<file path="src/rtl/instr_fetch_unit.sv">
// instr_fetch_unit: RV32I fetch stage, PC register, one-deep imem request,
// one-entry valid/ready instruction register toward decode.
//
// Ports:
//   clk, rst_n              clock, async active-low reset
//   imem_req_valid/addr     read request (word aligned), imem_req_ready accept
//   imem_rsp_valid/data/err read response (err = access fault)
//   redirect_valid/pc       restart fetch at redirect_pc (low bits dropped)
//   instr_valid/word/pc/fault, instr_ready  output to decode
module instr_fetch_unit #(
  parameter logic [31:0] RESET_PC = 32'h0000_0000
) (
  input  logic        clk,
  input  logic        rst_n,
  output logic        imem_req_valid,
  output logic [31:0] imem_req_addr,
  input  logic        imem_req_ready,
  input  logic        imem_rsp_valid,
  input  logic [31:0] imem_rsp_data,
  input  logic        imem_rsp_err,
  input  logic        redirect_valid,
  input  logic [31:0] redirect_pc,
  output logic        instr_valid,
  output logic [31:0] instr_word,
  output logic [31:0] instr_pc,
  output logic        instr_fault,
  input  logic        instr_ready
);

  typedef enum logic [2:0] {
    IDLE,
    REQ,
    WAIT,
    HOLD,
    DROP
  } state_t;

  state_t      state;
  logic [31:0] pc;
  logic [31:0] redir_pc;

  assign redir_pc       = {redirect_pc[31:2], 2'b00};
  assign imem_req_valid = (state == REQ);
  assign imem_req_addr  = pc;

  always_ff @(posedge clk or negedge rst_n) begin
    if (!rst_n) begin
      state       <= IDLE;
      pc          <= {RESET_PC[31:2], 2'b00};
      instr_valid <= 1'b0;
      instr_word  <= 32'h0;
      instr_pc    <= 32'h0;
      instr_fault <= 1'b0;
    end else if (redirect_valid) begin
      // An already accepted request still owes a response;
      // DROP swallows it before the new address goes out.
      pc          <= redir_pc;
      instr_valid <= 1'b0;
      unique case (state)
        REQ:     state <= imem_req_ready ? DROP : REQ;
        WAIT:    state <= imem_rsp_valid ? REQ : DROP;
        DROP:    state <= imem_rsp_valid ? REQ : DROP;
        default: state <= REQ;
      endcase
    end else begin
      unique case (state)
        IDLE: state <= REQ;
        REQ: begin
          if (imem_req_ready) state <= WAIT;
        end
        WAIT: begin
          if (imem_rsp_valid) begin
            instr_word  <= imem_rsp_data;
            instr_pc    <= pc;
            instr_fault <= imem_rsp_err;
            instr_valid <= 1'b1;
            pc          <= pc + 32'd4;
            state       <= HOLD;
          end
        end
        HOLD: begin
          if (instr_valid && instr_ready) begin
            instr_valid <= 1'b0;
            state       <= REQ;
          end
        end
        DROP: begin
          if (imem_rsp_valid) state <= REQ;
        end
        default: state <= IDLE;
      endcase
    end
  end

endmodule

</file>
<file path="config.mk">
export PLATFORM = sky130hd
export DESIGN_NAME = instr_fetch_unit
export DESIGN_NICKNAME = d
export VERILOG_FILES = /design/src/rtl/instr_fetch_unit.sv
export SDC_FILE = /design/constraint.sdc
export NUM_CORES = 1
export LEC_CHECK = 0
export CAP_MARGIN = 25
export CELL_PAD_IN_SITES_DETAIL_PLACEMENT = 1
export CELL_PAD_IN_SITES_GLOBAL_PLACEMENT = 1
export CORE_AREA = 2 2 124 126
export DETAILED_ROUTE_END_ITERATION = 10
export DIE_AREA = 0 0 126 128
export GPL_TIMING_DRIVEN = 1
export PLACE_DENSITY_LB_ADDON = 0.3
export SYNTH_ARGS = -nofsm -noshare
export SYNTH_HDL_FRONTEND = slang
export SYNTH_SLANG_ARGS = --single-unit
</file>
<file path="constraint.sdc">
create_clock -name clk -period 1.9 [get_ports clk]
set_input_delay 0.38 -clock clk [delete_from_list [all_inputs] [get_ports clk]]
set_output_delay 0.38 -clock clk [all_outputs]
set_load 0.01 [all_outputs]
</file>
* After elaboration in Yosys (flattened, before gate mapping)
Cells that the tools add are included.
** Storage, ports and cells
- Memory bits (read-only) :: 0
- Bits of input ports :: 71
- RAM bits :: 0
- Memories kept :: 0
- Flip-flop bits (word level) :: 101
- Latch bits :: 0
** Cells by class
- Equal/unequal tests :: 8
- Reductions and logical operators :: 10
- Mux-type cells :: 16
- Add/subtract/negate cells :: 1
- Multiply operators :: 0
- Divide/modulo/power cells :: 0
- Bitwise operators :: 1
- Magnitude comparators :: 0
- Shift-type cells :: 0
** Operators by type and width (count)
- 2-to-1 mux 32 bit :: 3
- adder 32 x 3 -> 32 bit, second input constant :: 1
- 2-to-1 mux 3 bit :: 7
- one-hot mux 3 bit (5 select lines) :: 1
- inequality test 3 bit, second input constant :: 3
- == test 3 x 2 -> 1 bit, second input constant :: 2
- one-hot mux 3 bit (2 select lines) :: 1
- AND reduction 3 bit :: 2
- AND reduction 4 bit :: 1
- nonzero test 2 bit :: 2
- == test 3 x 1 -> 1 bit, second input constant :: 1
- == test 3 bit, second input constant :: 1
- logical NOT 3 bit :: 1
- 2-to-1 mux 1 bit :: 3
- inequality test 3 x 1 -> 1 bit, second input constant :: 1
- nonzero test 3 bit :: 1
- one-hot mux 1 bit (2 select lines) :: 1
- AND reduction 2 bit :: 1
- OR reduction 2 bit :: 1
- logical AND 1 bit :: 1
- NOT 1 bit :: 1

* Logic depth before layout (Yosys ltp)
- Depth after elaboration :: 4
- Depth in mapped cells :: 8

* Worst setup path before layout
OpenSTA, ideal clock, no wires.
- Kind :: register to register
- From :: reg state[2]
- To :: reg instr_fault
- Clock period less this slack :: 1786 ps
- Cell stages (with the launch flop) :: 8
- Setup slack :: 114 ps
- Buffers on the path :: 4
- Arrival time :: 1661 ps
- Path through :: dfrtp_1 > buf_6 > nor4bb_1 > buf_2 > nor2b_1 > buf_4 > buf_6 > mux2_2
** On the way
- Cells in the longest elaborated chain, start to end :: 2
** RTL lines
- start: declaration :: line 38 : state_t state;
- start signal: assignment :: line 60 : REQ: state <= imem_req_ready ? DROP : REQ;
- start signal: assignment :: line 61 : WAIT: state <= imem_rsp_valid ? REQ : DROP;
- start signal: assignment :: line 62 : DROP: state <= imem_rsp_valid ? REQ : DROP;
- == test 3 x 2 -> 1 bit :: line 66 : unique case (state)
- AND reduction 3 bit (no line)
- end signal: assignment :: line 75 : instr_fault <= imem_rsp_err;
- end: declaration :: line 26 : output logic instr_fault,
Every way passes these cells.
A chain may end at the register's enable or synchronous reset.

* Worst setup path in the final report
- From :: reg state[2]
- To :: reg instr_pc[3]
** On the way
- Cells in the longest elaborated chain, start to end :: 2
** RTL lines
- == test 3 x 2 -> 1 bit :: line 66
- AND reduction 3 bit (no line)
- end signal: assignment :: line 74 : instr_pc <= pc;
- end: declaration :: line 25 : output logic [31:0] instr_pc,
Every way passes these cells.

==> PnR_summary.wiki <==
{| class="wikitable"
! Metric !! Value
|-
| Run status || finished, final reports clean
|-
| Worst setup skew after layout || 0.00676 ns
|-
| Setup crit end kind || flop
|-
| Clock Root Buffer || sky130_fd_sc_hd__clkbuf_16
|-
| Crit-path slowest cell || sky130_fd_sc_hd__dfrtp_1
|-
| Routed length on met3 || 657 um
|-
| Total routing resource utilization after global routing || 0.165
|-
| Synth Cell Area || 0.00433 sq mm
|-
| Post-Syn Instances || 362
|-
| Max IR drop VDD || about 0.43 mV
|-
| Placer congestion estimate || 0.781
|-
| RSZ-0062 raised after global routing || true
|-
| Initial drt markers || 84
|-
| Sequential fraction of the synthesis area || 0.561
|-
| Vias after detailed routing || 3547
|-
| Number of endpoints with negative hold slack in the final report || 0
|-
| Reg clk slew, reported paths || approximately 0.070 ns
|-
| Share of the synthesized area in the top cell type || 0.561
|-
| Wire length of the first global-routing pass || 20800 um
|-
| Total I/O pin count || 170
|-
| Pin count of the biggest net entering global routing || 68
|-
| Dpl hpwl || 9130 um
|-
| Data arrival time at the worst-slack endpoint || 2.08 ns
|-
| Most frequent cell after synthesis || sky130_fd_sc_hd__dfrtp_1
|-
| Path type of the worst setup path || reg2reg
|-
| Most frequent cells after synthesis || sky130_fd_sc_hd__dfrtp_1 (97), sky130_fd_sc_hd__mux2_2 (63), sky130_fd_sc_hd__nand2_1 (37), sky130_fd_sc_hd__o21ai_0 (23), sky130_fd_sc_hd__xor2_1 (21)
|-
| Fin cells || 748
|-
| Mean cell area of the mapped netlist || 12.0 sq um
|-
| Port buffer count || between 150 and 200
|-
| Delay of the slowest cell on the worst path || 0.42 ns
|-
| Final Slew Violations || 0
|-
| Detailed-routing iteration count for the pre-antenna-repair pass || 4
|-
| Worst hold-check slack || 0.505 ns
|-
| Launch instance of the worst register-to-register path || state[2]
|-
| FF/Latch Area || 0.00243 sq mm
|-
| Detailed-routing wirelength on met1 || slightly below 6000 um
|-
| # H-tree levels || 3
|-
| Antenna Violating Nets Remaining || 0
|-
| Biggest fanout along the worst timing path || 16
|-
| Maximum root-to-sink buffer count || 2
|-
| Number of unique standard cell types used by synthesis || 32
|-
| Instance count after placement with tap cells included || 720
|-
| Std-Cell Rows || between 40 and 50
|-
| GR Overflow Total || 0
|-
| Maximum operating frequency || between 500 and 600 MHz
|-
| Max-cap violations || 0
|-
| Worst Setup Start Kind || flop
|-
| Number of inserted diodes || 0
|-
| Placeable core region || 0.0149 sq mm
|-
| Die height || 128 um
|-
| Required time of the worst setup path || 2.13 ns
|-
| Average wire per standard cell || 18.4 um
|-
| Largest area contributor in the netlist || sky130_fd_sc_hd__dfrtp_1
|-
| Share of synthesized flip-flops with an asynchronous set or reset || 1.00
|-
| Crit Reg-Reg Endpoint || instr_pc[3]
|-
| CTS Buf Count || 9
|-
| Horizontal die dimension || 126 um
|-
| DR vias/cell || 4.74
|-
| Post-placement worst setup slack || -0.468 ns
|-
| Met2 Wirelength || 6980 um
|-
| Number of antenna violations at the first check in global routing || 0
|-
| Relative area change from synthesis to final layout || 58.6%
|-
| Fin nets || ~630
|-
| Crit path cell chain || nor4bb_4 > buf_4 > nor2b_4 > bufbuf_16 > mux2_2
|-
| Combined area of the multi-input logic cells || 0.00178 sq mm
|-
| Number of fill cells in the layout || 1600
|-
| Flop and latch count out of synthesis || 97
|-
| Detailed Route WL || 13800 um
|-
| Worst Slack Setup Final || 0.0565 ns
|-
| Top cells by area in the synthesized netlist || sky130_fd_sc_hd__dfrtp_1 (56%), sky130_fd_sc_hd__mux2_2 (16%), sky130_fd_sc_hd__xor2_1 (4.2%)
|-
| Top Layer Used || met4
|-
| Finish-stage setup viols || 0
|-
| Starting Density || 0.291
|-
| Setup slack of the worst register-to-register path || ~0.056 ns
|-
| Final critical-path required period || 1.84 ns
|-
| Die area || 0.0161 sq mm
|-
| Number of synthesized flops with an enable pin || 0
|-
| Summed negative setup slack over all endpoints || 0 ns
|-
| Share of the core filled with cells || 0.462
|-
| Final critical-path share of the clock period || 0.970
|-
| Leakage power summed over all cells || 2.90 nW
|-
| Most used DFF post-synth || sky130_fd_sc_hd__dfrtp_1
|-
| TritonCTS clock tree || yes
|-
| Clock tree sinks || 97
|-
| YS warnings || 0
|-
| Power density normalized to cell area || 1210 mW/mm^2
|-
| DRC violations left || 0
|-
| Share of post-route cells with drive strength above 1 || 0.227
|-
| Class of the worst hold path || in2async
|-
| Insertion delay of the later-clocked pin in the worst-skew pair || roughly 0.35 ns
|-
| R2r worst-path depth || 5
|-
| Number of global-route vias before repair || 3825
|}
through the flow:
step / power [W] / cell area, sq um
finish: 0.00828 / 6870
global route: 0.00878 / 6870
CTS: 0.00833 / 6750
detailed placement: 0.00637 / 6320
global placement: 0.00624 / 6320
floorplan: 0.00442 / 4340
flip-flops by register name, indices dropped and copies added (netlist names):
register       cells
instr_fault        1
instr_valid        1
instr_pc          30
imem_req_addr     30
instr_word        32
state              3
worst max-delay path, delay by kind of cell (launching register included):
family                 cells  cell delay, ns
AND/OR/NAND/NOR            2            0.47
multiplexers               1            0.34
buffers and inverters      2            0.50
flip-flops                 1            0.42
area by class of cell:
type | count | share of cell area
clock buffer | 11 | 0.0354
timing repair buffer | 204 | 0.307
tap | 188 | 0.0343
multi-input combinational | 238 | 0.259
inverter | 5 | 0.00273
sequential | 97 | 0.354
clock inverter | 5 | 0.00802
repair_timing:
item | 4_1_cts | 5_1_grt
gates cloned | 2 | 3
gates resized for setup | 5 | 22
endpoints found under the hold margin | 26 | 0
pin swaps | 1 | 10
setup buffers | 6 | 0
setup endpoints to repair | 71 | 59
hold buffers | 1 | 0
how the worst max path moves through the flow:
stage	to	cells past startpoint	startpoint	slack, ns
2_1_floorplan	instr_fault	7	state[2]	0.11
3_3_place_gp	instr_pc[30]	6	imem_rsp_valid	-0.41
3_5_place_dp	instr_word[30]	6	imem_rsp_valid	-0.47
4_1_cts	instr_word[28]	6	state[0]	0.009
5_1_grt	imem_req_addr[25]	8	state[2]	-0.05
6_report	instr_pc[3]	5	state[2]	0.06
metal layers:
metal | GRT usage | up-vias
li1 | - | 1641
met1 | 0.200 | 1786
met2 | 0.283 | 106
met3 | 0.0434 | 14
met4 | 0.0595 | 0
met5 | 0 | -
report_power, final:
part           internal [W]  leakage (nW)  switching [W]  total, W
logic               0.00205          1.52        0.00116   0.00321
clock network       0.00105         0.142       0.000798   0.00185
registers           0.00278          1.24       0.000441   0.00323
total               0.00589          2.90        0.00240   0.00828
cell families (layout without fill, tap and decap cells):
kind of cell,Yosys count,count (layout),share of synthesized area
other,1,4,0.000866
xor gates and xnor gates,29,29,0.0587
muxes,64,64,0.166
buffers and inverters,30,225,0.0460
and+or+nand+nor,100,100,0.115
DFF,97,97,0.561
adders and majority gates,1,1,0.00289
AOI/OAI and AO/OA,40,40,0.0491
cell usage in the layout (no fill, tap or decap), types with 3 or more instances in the layout:
cell type	count
sky130_fd_sc_hd__nand2_1	37
sky130_fd_sc_hd__mux2_2	54
sky130_fd_sc_hd__o21ai_0	19
sky130_fd_sc_hd__clkbuf_16	11
sky130_fd_sc_hd__o21ai_1	14
sky130_fd_sc_hd__buf_6	5
sky130_fd_sc_hd__dfrtp_1	96
sky130_fd_sc_hd__nand3_1	17
sky130_fd_sc_hd__clkdlybuf4s50_1	159
sky130_fd_sc_hd__nor2_1	9
sky130_fd_sc_hd__conb_1	4
sky130_fd_sc_hd__and3_1	5
sky130_fd_sc_hd__nand4_1	15
sky130_fd_sc_hd__buf_12	6
sky130_fd_sc_hd__inv_1	5
sky130_fd_sc_hd__mux2_4	9
sky130_fd_sc_hd__xnor2_1	8
sky130_fd_sc_hd__xor2_1	21
sky130_fd_sc_hd__a21oi_1	4
sky130_fd_sc_hd__buf_4	26
sky130_fd_sc_hd__nor3_1	3
Note: power is estimated with default switching activity, not from simulation.
